File: src/rtl/pc_unit.sv
// pc_unit -- registered program counter for the fetch stage.
//
// Supports sequential increment, absolute jump, signed relative branch,
// stall, and a hardware return-address stack for call/return.
//
// Ports:
//   clk        system clock, all state updates on the rising edge
//   rst        synchronous active-high reset
//   stall      hold all state this cycle
//   jump       pc <- target
//   branch     pc <- pc + sign_extend(offset)
//   call       push pc+1, pc <- target
//   ret        pop top of stack into pc
//   target     absolute destination for jump/call
//   offset     two's-complement branch displacement
//   pc         registered current pc
//   pc_plus1   combinational (pc+1) mod 2^PC_W
//   stk_empty  stack holds no entries
//   stk_full   stack holds STACK_DEPTH entries
//   err        sticky stack overflow/underflow flag
// Command priority: rst > stall > ret > call > jump > branch > increment.
module pc_unit #(
   parameter int unsigned      PC_W        = 10,
   parameter int unsigned      OFF_W       = 8,
   parameter logic [PC_W-1:0]  RESET_PC    = '0,
   parameter int unsigned      STACK_DEPTH = 4
) (
   input  logic             clk,
   input  logic             rst,
   input  logic             stall,
   input  logic             jump,
   input  logic             branch,
   input  logic             call,
   input  logic             ret,
   input  logic [PC_W-1:0]  target,
   input  logic [OFF_W-1:0] offset,
   output logic [PC_W-1:0]  pc,
   output logic [PC_W-1:0]  pc_plus1,
   output logic             stk_empty,
   output logic             stk_full,
   output logic             err
);

   localparam int unsigned PW = $clog2(STACK_DEPTH + 1);
   localparam int unsigned IW = (STACK_DEPTH > 1) ? $clog2(STACK_DEPTH) : 1;

   logic [PC_W-1:0] pc_q, pc_d;
   logic [PW-1:0]   ptr_q, ptr_d;
   logic            err_q, err_d;
   logic            push_en;
   logic [IW-1:0]   wr_idx, rd_idx;
   logic [PC_W-1:0] off_ext;
   logic [PC_W-1:0] stk_q [STACK_DEPTH];

   assign pc        = pc_q;
   assign pc_plus1  = pc_q + PC_W'(1);
   assign err       = err_q;
   assign stk_empty = (ptr_q == '0);
   assign stk_full  = (ptr_q == PW'(STACK_DEPTH));

   // Sign extension via a signed size cast; the later add wraps mod 2^PC_W.
   assign off_ext = PC_W'($signed(offset));

   assign wr_idx = IW'(ptr_q);
   assign rd_idx = IW'(ptr_q - PW'(1));

   always_comb begin
      pc_d    = pc_plus1;
      ptr_d   = ptr_q;
      err_d   = err_q;
      push_en = 1'b0;
      if (stall) begin
         pc_d = pc_q;
      end else if (ret) begin
         // The array is only read when an entry exists, so an empty pop
         // never pulls an uninitialised value into the pc.
         if (!stk_empty) begin
            pc_d  = stk_q[rd_idx];
            ptr_d = ptr_q - PW'(1);
         end else begin
            err_d = 1'b1;
         end
      end else if (call) begin
         pc_d = target;
         if (!stk_full) begin
            push_en = 1'b1;
            ptr_d   = ptr_q + PW'(1);
         end else begin
            err_d = 1'b1;
         end
      end else if (jump) begin
         pc_d = target;
      end else if (branch) begin
         pc_d = pc_q + off_ext;
      end
   end

   always_ff @(posedge clk) begin
      if (rst) begin
         pc_q  <= RESET_PC;
         ptr_q <= '0;
         err_q <= 1'b0;
      end else begin
         pc_q  <= pc_d;
         ptr_q <= ptr_d;
         err_q <= err_d;
      end
   end

   // Stack contents carry no reset; reset only gates the write.
   always_ff @(posedge clk) begin
      if (!rst && push_en) begin
         stk_q[wr_idx] <= pc_plus1;
      end
   end

endmodule

File: config.mk
export PLATFORM = sky130hd
export DESIGN_NAME = pc_unit
export DESIGN_NICKNAME = d
export VERILOG_FILES = /design/src/rtl/pc_unit.sv
export SDC_FILE = /design/constraint.sdc
export NUM_CORES = 1
export LEC_CHECK = 0
export ABC_CLOCK_PERIOD_IN_PS = 2900
export CAP_MARGIN = 25
export CORE_MARGIN = 2
export CORE_UTILIZATION = 30
export CTS_CLUSTER_DIAMETER = 120
export CTS_CLUSTER_SIZE = 10
export DETAILED_ROUTE_END_ITERATION = 12
export PLACE_DENSITY = 0.55
export SYNTH_ARGS = -nofsm -noshare
export SYNTH_HDL_FRONTEND = slang
export SYNTH_SLANG_ARGS = --single-unit
File: constraint.sdc
create_clock -name clk -period 2.9 [get_ports clk]
set_input_delay 0.87 -clock clk [delete_from_list [all_inputs] [get_ports clk]]
set_output_delay 0.87 -clock clk [all_outputs]
set_load 0.05 [all_outputs]
======== Yosys cells after proc, flatten, opt, wreduce, memory -nomap -nowiden ========
Memory sizes are Yosys's and may differ from the RTL's.
Index checks and enable logic that the tools add are counted.
word-level totals
  bits in registers ....................... 14
  latch bits .............................. 0
  RAM bits ................................ 40
  bits in read-only memories .............. 0
  input bits .............................. 25
  output and inout bits ................... 23
  word-level logic and storage cells ...... 39
  memories ................................ 1
memory list
  name   depth  width  rd ports  clocked after memory_dff  write ports  line  RTL
  stk_q  4      10     1         0                         1            53    logic [PC_W-1:0] stk_q [STACK_DEPTH];
cells by class
  add/subtract/negate cells ............... 4
  $mul .................................... 0
  div/mod/pow operators ................... 0
  $lt $le $gt $ge ......................... 0
  eq/ne operators ......................... 4
  shift operators ......................... 0
  muxes and demuxes ....................... 19
  bitwise gates (word level) .............. 1
  reduce and logical (&&, ||, !) cells .... 7
operator list
  cell                   count
  $mux 10                5
  $mux 3                 4
  $add 10x1->10 const B  1
  $add 10x10->10         1
  $mux 1                 10
  $reduce_and 4->1       2
  $ne 2x2->1 const B     2
  $reduce_bool 2->1      2
  $add 3x1->3 const B    1
  $eq 3x3->1 const B     1
  $logic_not 3->1        1
  $sub 3x1->3 const B    1
  $ne 2x1->1 const B     1
  $logic_and 1x1->1      1
  $logic_not 1->1        1
  $not 1->1              1

======== Logic depth before layout (Yosys ltp) ========
  depth in word-level cells ............... 8
  depth in mapped cells ................... 10
  mapped depth without buffers ............ 8

======== Least setup slack after synthesis ========
No wires, ideal clock.
  path type ............................... flip-flop to output port
  start ................................... register pc_q[1], in the netlist pc[1]
  end ..................................... output port pc_plus1[9]
  data arrival time ....................... 2.315 ns
  required time ........................... 2.030 ns
  setup slack ............................. -0.285 ns
  cell stages (with the launch flop) ...... 4
  path buffers ............................ 0
  cells stage by stage .................... dfxtp_1 nand2_1 nor4_2 xor2_1
between the ends
  longest elaborated chain between the ends .. 1
ends and longest elaborated chain
  element                 line  RTL
  from (decl)             47    logic [PC_W-1:0] pc_q, pc_d;
  from (signal assigned)  104   pc_q <= pc_d;
  $add 10x1->10           56    assign pc_plus1 = pc_q + PC_W'(1);
  to (decl)               38    output logic [PC_W-1:0] pc_plus1,
No other way between the ends.

======== Final worst setup path ========
  start ................................... register pc_q[1], in the netlist pc[1]
  end ..................................... output port pc_plus1[6]
Same word-level chain as after synthesis.

==> summary.md <==
| Metric | Value |
|---|---|
| Most area-hungry cell type in the Yosys netlist | edfxtp_1 |
| Root buf cell | clkbuf_8 |
| Grt total ovfl | 0 |
| Cell Rows | 37 |
| PortBufs | 47 |
| I/O pin cnt | 48 |
| Min-delay src | err |
| Worst R2R Start | ptr_q[1] |
| Final HPWL DP | ~6.3 mm |
| Register area | 0.00148 mm2 |
| Die height | approximately 110 um |
| Routed WL per cell | roughly 17 um |
| Min-delay worst type | flip-flop to flip-flop |
| CTS H-tree lvls | 2 |
| Critical path launch point type | flip-flop |
| Power per Cell Area | a little under 500 mW/mm2 |
| Synth top cells by count | edfxtp_1, nand2_1, nor2_1 |
| Hold path cells | 2 |
| Synth area leaders | edfxtp_1, dfxtp_1, mux4_2 |
| Vias in the first global route | 2,545 |
| Drt initial violations | around 100 |
| Post-synth EDFFs | 40 |
| WP data required | ~2 ns |
| Post-synth cell types | 65 |
| Fill count | 997 |
| Final setup violation count | 0 |
| Hold slack | approximately 0.49 ns |
| First-pass GRT wire length | between 10 and 15 mm |
| Unrepaired setup endpoints after global routing | no |
| Die width | 107 um |
| Worst path arrival time | 1.96 ns |
| Top-area cell type share of the netlist area | 0.378 |
| Clock slew at reported path FFs | 0.11 ns |
| Starting Density | 0.309 |
| Dpl cell area | approximately 0.0041 mm2 |
| Avg Inst Size Synth | 11.3 um2 |
| Synth Warn # | 0 |
| Remaining DRCs | 0 |
| Vias/cell | about 5.0 |
| Antenna violations before repair | 0 |
| Gate Count Post-Synth | around 280 |
| Period utilisation layout | 0.976 |
| Die ar. | approximately 0.011 mm2 |
| Hold Buf Count CTS | 0 |
| Reg-to-reg setup timing slack | 0.63 ns |
| Pre-antenna DRT Iters | 4 |
| # diodes | 0 |
| CTS tree | done |
| Critical Path Source | pc[1] |
| Max_cap viols | 0 |
| Worst-path maximum fanout | 7 |
| WL final | around 8.3 mm |
| Layout cells sized above 1 | 0.212 |
| Outcome | completed |
| Final instance area | 0.00421 mm2 |
| Most numerous cell in the Yosys netlist | edfxtp_1 |
| GRT Util Overall | 0.153 |
| Max Buffers Root-to-Sink | 2 |
| Max frequency | 353 MHz |
| Max-slew headroom | 0.460 |
| TritonCTS Buffers | 5 |
| Via Count | 2,470 |
| Final ANT Viol Nets | 0 |
| Top FF cell, synth | edfxtp_1 |
| Core footprint | 0.0103 mm2 |
| Worst R2R Path Depth | 6 |
| WHS Endpoint | err |
| Multi-input logic area | around 0.0016 mm2 |
| Setup Crit Path Kind | flip-flop to output port |
| Pins Over Slew Limit | 0 |
| R2R Path End | pc[7] |
| Actual slew at the worst max-slew pin | 0.804 ns |
| Area growth syn-to-layout | 32.7% |
| Final Hold Viols | 0 |
| CTS Sinks | 54 |
| Sequential area share after synthesis | 0.467 |
| Pin count of the biggest net entering global routing | 19 |
| Post-synth ARST share | 0 |
| Lkg Pwr | 1.53 nW |
| Clk_lat worst skew | 0.31 ns |
| Seq cells post-synth | 54 |
| Tmin final | 2.83 ns |
| Peak VDD IR | 0.268 mV |
| Clk_skew | approximately 0.012 ns |
| Final nets | between 300 and 400 |
| Syn Std Cell Area | 0.00317 mm2 |
| Syn nets | 324 |
| Routability-driven placement congestion ratio | 0.853 |
| Crit path capture type | output port |
[per-layer routing]
metal,up-vias,global-route usage,wire [um]
met5,-,0,0
met4,0,0.0353,73
met3,5,0.0249,423
met2,62,0.250,4000
met1,1179,0.212,3790
li1,1224,-,-
[placed cells by master, fill, tap and decap left out, types with 3 or more instances in the layout]
| cell type | instances |
|---|---|
| and2_1 | 8 |
| o22ai_1 | 3 |
| a211oi_1 | 6 |
| o21ai_1 | 5 |
| mux2i_1 | 5 |
| xor2_1 | 3 |
| clkbuf_8 | 5 |
| dfxtp_1 | 12 |
| nor2_1 | 17 |
| inv_1 | 10 |
| mux4_2 | 10 |
| buf_4 | 30 |
| clkdlybuf4s50_1 | 36 |
| nand4_1 | 3 |
| edfxtp_1 | 40 |
| nand2_1 | 23 |
| a21oi_1 | 14 |
| xnor2_1 | 9 |
| nand3_1 | 8 |
| o21ai_0 | 7 |
| a21o_1 | 4 |
| ha_1 | 16 |
| nand3b_1 | 3 |
| buf_12 | 11 |
[how the worst max path moves through the flow]
stage,to,cells after the start
finish,pc_plus1[6],5
floorplan,pc_plus1[9],3
global placement,pc[6],8
CTS,pc_plus1[9],4
detailed placement,pc[6],8
global route,pc_plus1[6],5
[cell families after synthesis]
| group | synth area share |
|---|---|
| compound gates | 0.164 |
| fa+ha+maj | 0.0694 |
| buf+inv | 0.0327 |
| mux | 0.0867 |
| flops | 0.467 |
| simple gates | 0.142 |
| xor+xnor | 0.0386 |
[state kept, by name, indices dropped and copies added, names as in the netlist]
signal and cells:
stk_q 40, pc 10, ptr_q 3, err 1
[where the power goes]
group          leakage, nW  internal [mW]  switching, mW  total, mW
Clock               0.0447          0.175          0.265      0.440
Sequential           0.481          0.864         0.0274      0.892
Combinational         1.01          0.309          0.403      0.712
[metrics by stage]
stage / util / cells / TNS (ns) / worst slack (ns) / total power, mW
2_1_floorplan: - / 282 / -0.0288 / -0.0288 / 1.35
3_3_place_gp: 0.399 / 481 / -0.303 / -0.176 / 1.62
5_1_grt: 0.410 / 490 / 0 / 0.00813 / 2.15
6_report: 0.410 / 490 / 0 / 0.0688 / 2.04
3_5_place_dp: 0.399 / 481 / -0.467 / -0.225 / 1.62
4_1_cts: 0.408 / 489 / 0 / 0.00422 / 2.07
[worst max-delay path: stages (launching register included)]
cell and delay, ns:
dfxtp_2 0.43, ha_1 0.26, nand4_1 0.24, or3_4 0.42, nand2_2 0.16, buf_12 0.15
[repair_timing]
action	CTS	global route
hold endpoints to repair	0	0
pin swaps	0	3
buffers inserted	0	1
endpoints found under the setup margin	3	4
gates resized for setup	4	3
[area by class of cell]
class | count | share of cell area
Clock buffer | 5 | 0.0163
Timing Repair Buffer | 77 | 0.191
Tap cell | 136 | 0.0404
Inverter | 12 | 0.0107
Multi-Input combinational cell | 203 | 0.383
Sequential cell | 54 | 0.352
Clock inverter | 3 | 0.00594
Power figures use the tool's default switching activity.
==> RTL change 1 (same settings) <==
`STACK_DEPTH`: 4 -> 2.
--- a/src/rtl/pc_unit.sv
+++ b/src/rtl/pc_unit.sv
@@ -23,7 +23,7 @@
    parameter int unsigned      PC_W        = 10,
    parameter int unsigned      OFF_W       = 8,
    parameter logic [PC_W-1:0]  RESET_PC    = '0,
-   parameter int unsigned      STACK_DEPTH = 4
+   parameter int unsigned      STACK_DEPTH = 2
 ) (
    input  logic             clk,
    input  logic             rst,
Function: changed (a bounded check fails within 4 cycles, from zero or initial values and one cycle with rst high).
==> RTL change 1 against the unedited design <==
Wire length fell by 11%. Largest power group is now combinational logic. Cell area decreased by 21%. Area after synthesis is 26% lower. Sequential cell count shrank 21. Sequential power fell by 39%. Highest routed layer unchanged. Die area down 25%. Hold slack worse by 0.017 ns. Setup slack worse by 0.010 ns. Non-clock buffer count did not move. Power shrank 23%. Synthesized cell count shrank 5.3%. Critical endpoint is now pc[6]. Clock skew fell by 0.0035 ns. Global-route usage rose by 2.2 points.
==> RTL change 1: results (changes against the unedited design) <==
Antenna diodes 0 (unchanged); DRC violation total after the first TritonRoute iteration 108 (+9.1%); drt pass-1 iters 4 (unchanged); maximum clock path buffer count 2 (unchanged); Placed Cells 431 (-10%); post-synthesis async set-or-reset flop share 0% (unchanged); first-pass GRT wire length 11.6 mm (-14%); GP Congestion 0.871 (+2.1%); antenna violations before repair 0 (unchanged); status completed; clk_skew 0.00870 ns (-0.00355 ns); worst vdd ir 0.208 mV (-22%); largest net degree at the start of global routing 24 (+5); Unique masters post-synth 54 (-17%); share of cells above drive strength 1 17.5% (-3.7 points); sequential area share after synthesis 36.5% (-10 points); Worst-Skew Late Latency 0.29 ns (-0.02 ns); Port Buffer Count 47 (unchanged); Cells after Synth 267 (-5.3%); dominant synthesized flop cell edfxtp_1; Tot GR Track Use 17.4% (+2.2 points); Post-Syn Nets 305 (-5.9%); top cells by count, synth nand2_1 (22), edfxtp_1 (20), nor2_1 (19); Lkg Pwr 1.27 nW (-17%); final net count 375 (-5.1%); Worst Path Max Fanout 3 (-4); CP arrival 3.05 ns (+1.09 ns); Post-synth EDFFs 20 (-50%); most flop-heavy register stk_q; # fillers 802 (-20%); synth warn 0 (unchanged); largest cells by area after synthesis edfxtp_1 (25%), dfxtp_1 (11%), ha_1 (6.4%); Vias per Instance 5.33 (+5.7%); final WL 7.33 mm (-11%); HPWL Detailed 5.49 mm (-12%); vias in the first global route 2,266 (-11%); Root Driver clkbuf_8; WL/cell 16.7 um (-1.4%); H-Tree Depth 2 (unchanged); max reg flops 20 (-50%); TritonCTS buffer count 5 (unchanged); worst slew pin tran 0.677 ns (-0.127 ns); clk slew on worst S/H paths 0.07 ns (-0.04 ns)
## RTL change 1: per-stage QoR
step / TNS (ns) / instance area (um^2) / total power [mW] / setup WS (ns) / hold slack (ns)
floorplan: -1.87 / 2360 / 0.912 / -0.0936 / 0.494
global placement: -0.929 / 3180 / 1.15 / -0.387 / 0.466
detailed placement: -1.23 / 3180 / 1.15 / -0.476 / 0.466
CTS: 0 / 3300 / 1.58 / 0.0178 / 0.486
global route: -0.0228 / 3310 / 1.66 / -0.0208 / 0.517
finish: 0 / 3310 / 1.58 / 0.0585 / 0.477
## RTL change 1: area by class of cell
cell class / count / share of cell area (%)
inverters: 18 / 2.04
multi-input cells: 202 / 42.4
well taps: 102 / 3.85
clock buffers: 6 / 2.19
repair buffers: 77 / 22.5
clock inverters: 2 / 1.02
flip-flops and latches: 33 / 26.0
## RTL change 1: cells by family after synthesis
logic type | after synthesis | synth area share (%)
buffers and inverters | 32 | 5.31
XOR/XNOR | 8 | 2.97
AND/OR/NAND/NOR | 91 | 20.1
AO/OA/AOI/OAI | 83 | 24.9
flip-flops | 33 | 36.5
multiplexers | 7 | 3.02
adder cells (fa/ha/maj) | 13 | 7.21
## RTL change 1: metal layers
layer	vias up	share of wire [%]	track usage, %
li1	1162	-	-
met3	5	4.0	3.17
met2	48	48	29.0
met1	1129	48	23.9
met5	-	0	0
met4	0	0.87	3.43
## RTL change 1: what timing repair did
item / in CTS / in global routing
endpoints found under the setup margin: 1 / 3
gates resized for setup: 3 / 2
hold endpoints to repair: 0 / 0
buffers inserted: 0 / 1
pin swaps: 1 / 4
## RTL change 1: worst paths after layout
kind             start     to  slack, ns  cells past startpoint
max          offset[0]  pc[6]       0.06                      9
max reg2reg      pc[0]  pc[6]       0.61                      8
min reg2reg        err    err       0.48                      2
min                err    err       0.48                      2
## RTL change 1: power breakdown
group          leakage [nW]  switching, mW  internal [mW]
Combinational         0.925          0.355          0.248
Sequential            0.291         0.0232          0.523
Clock                0.0528          0.177          0.254
Total                  1.27          0.555           1.02
## RTL change 1: worst max-delay path: stages
cell	delay, ns
clkdlybuf4s50_1	0.48
ha_1	0.22
fa_2	0.26
a211oi_4	0.08
buf_4	0.14
or4b_1	0.52
a21oi_2	0.15
o221ai_2	0.12
a221oi_2	0.21
==> RTL change 2 (same settings) <==
Without the edit above. Reset style: asynchronous (`rst`), changed in one clocked block. Comments in the files are not updated.
--- a/src/rtl/pc_unit.sv
+++ b/src/rtl/pc_unit.sv
@@ -95,7 +95,7 @@
       end
    end
 
-   always_ff @(posedge clk) begin
+   always_ff @(posedge clk or posedge rst) begin
       if (rst) begin
          pc_q  <= RESET_PC;
          ptr_q <= '0;
Function: differs if rst is asserted again (counterexample within 4 cycles, from zero or initial values and one cycle with rst high); with rst held inactive, the same outputs for 10 cycles.
==> RTL change 2 against the unedited design <==
Area after synthesis increased by 3.9%. Wire length rose by 0.92%. Sequential cell count unchanged. First-iteration DRC count increased by 12%. Cell area increased by 3.9%. Sequential share of layout area up 0.21 points. Count of clock-buffer cells in the layout did not move. Setup slack gained 0.019 ns.
Power is not compared: it rests on default switching activity, and its combinational part moved more than twofold at a synthesized area within 25%.
==> RTL change 2: results (changes against the unedited design) <==
clk_skew 0.0128 ns (+0.000592 ns); Worst Path Max Fanout 6 (-1); most flop-heavy register stk_q; Tot GR Track Use 14.9% (-0.39 points); sequential area share after synthesis 47.0% (+0.35 points); RR Startpoint ptr_q[0]; Post-Syn Nets 337 (+4.0%); share of cells above drive strength 1 21.7% (+0.52 points); largest cells by area after synthesis edfxtp_1 (36%), dfrtp_1 (11%), ha_1 (6.1%); CP arrival 1.94 ns (-0.02 ns); post-synthesis async set-or-reset flop share 25.9% (+26 points); vias in the first global route 2,529 (-0.63%); Vias per Instance 5.09 (+1.0%); met1 WL 3.86 mm (+1.9%); Slowest cell on crit path or3_1; reg2reg path depth 7 (+1); hold endpoint err; WHS Path Cells 1 (-1); Place WS -0.296 ns (-0.0711 ns); # fillers 1,018 (+2.1%); Detail Route met2 WL 4.07 mm (+1.7%); Hold Path Class reg2reg; largest net degree at the start of global routing 23 (+4); vias 2,567 (+3.9%); WL/cell 16.6 um (-1.9%); DRC violation total after the first TritonRoute iteration 111 (+12%); final net count 405 (+2.5%); Syn Area/Cell 11.2 um^2 (-0.64%); status completed; GP Congestion 0.857 (+0.45%); HPWL Detailed 6.26 mm (about the same); Post-synth EDFFs 40 (unchanged); FF-to-FF setup slack 0.48 ns (-0.15 ns); Placed Cells 494 (+2.7%); placed cell area 4250 um^2 (+3.6%); Largest stage delay, worst path 0.46 ns (+0.03 ns); WHS 0.500 ns (+0.00548 ns); post_cts resized 0 (-4); top cells by count, synth edfxtp_1 (40), nand2_1 (30), nor2_1 (22), o21ai_0 (22), ha_1 (16); Unique masters post-synth 63 (-3.1%); met3 WL 257 um (-39%); first-pass GRT wire length 13.5 mm (+0.30%); worst slew pin tran 0.652 ns (-0.152 ns); hold path start err
RTL change 2: kinds of logic (layout without fill, tap and decap cells):
| kind of cell | Yosys count | in the layout | share of synthesized area, % |
|---|---|---|---|
| compound gates | 79 | 79 | 16.2 |
| mux | 16 | 16 | 9.03 |
| simple gates | 94 | 94 | 15.0 |
| buf+inv | 24 | 93 | 3.11 |
| flops | 54 | 54 | 47.0 |
| fa+ha+maj | 17 | 17 | 6.67 |
| xor+xnor | 11 | 11 | 2.92 |
RTL change 2: area by class of cell:
type,instances,area [um^2],area share (%)
clock buffer,5,68.8,1.57
sequential,54,1550,35.4
tap,140,175,4.00
inverter,10,37.5,0.857
clock inverter,3,28.8,0.657
multi-input combinational,217,1700,38.8
timing repair buffer,75,816,18.6
RTL change 2: how the worst max path moves through the flow:
stage | slack [ns] | end | startpoint
floorplan | -0.01 | pc_plus1[6] | pc[1]
global placement | -0.29 | pc[6] | offset[0]
detailed placement | -0.30 | pc[6] | offset[0]
CTS | 0.03 | pc_plus1[6] | pc[0]
global route | -0.01 | pc_plus1[8] | pc[1]
finish | 0.09 | pc_plus1[8] | pc[0]
RTL change 2: per-layer routing:
| layer | track usage (%) | vias to the layer above |
|---|---|---|
| met4 | 4.95 | 0 |
| met1 | 20.5 | 1246 |
| met3 | 2.27 | 13 |
| met5 | 0 | - |
| li1 | - | 1262 |
| met2 | 24.0 | 46 |
RTL change 2: where the power goes:
part           internal [mW]  switching, mW  leakage [nW]  total, mW
Sequential              1.03          0.184         0.526       1.21
Combinational           1.17           1.54          1.07       2.71
Clock                  0.180          0.272        0.0502      0.452
Total                   2.37           2.00          1.65       4.37
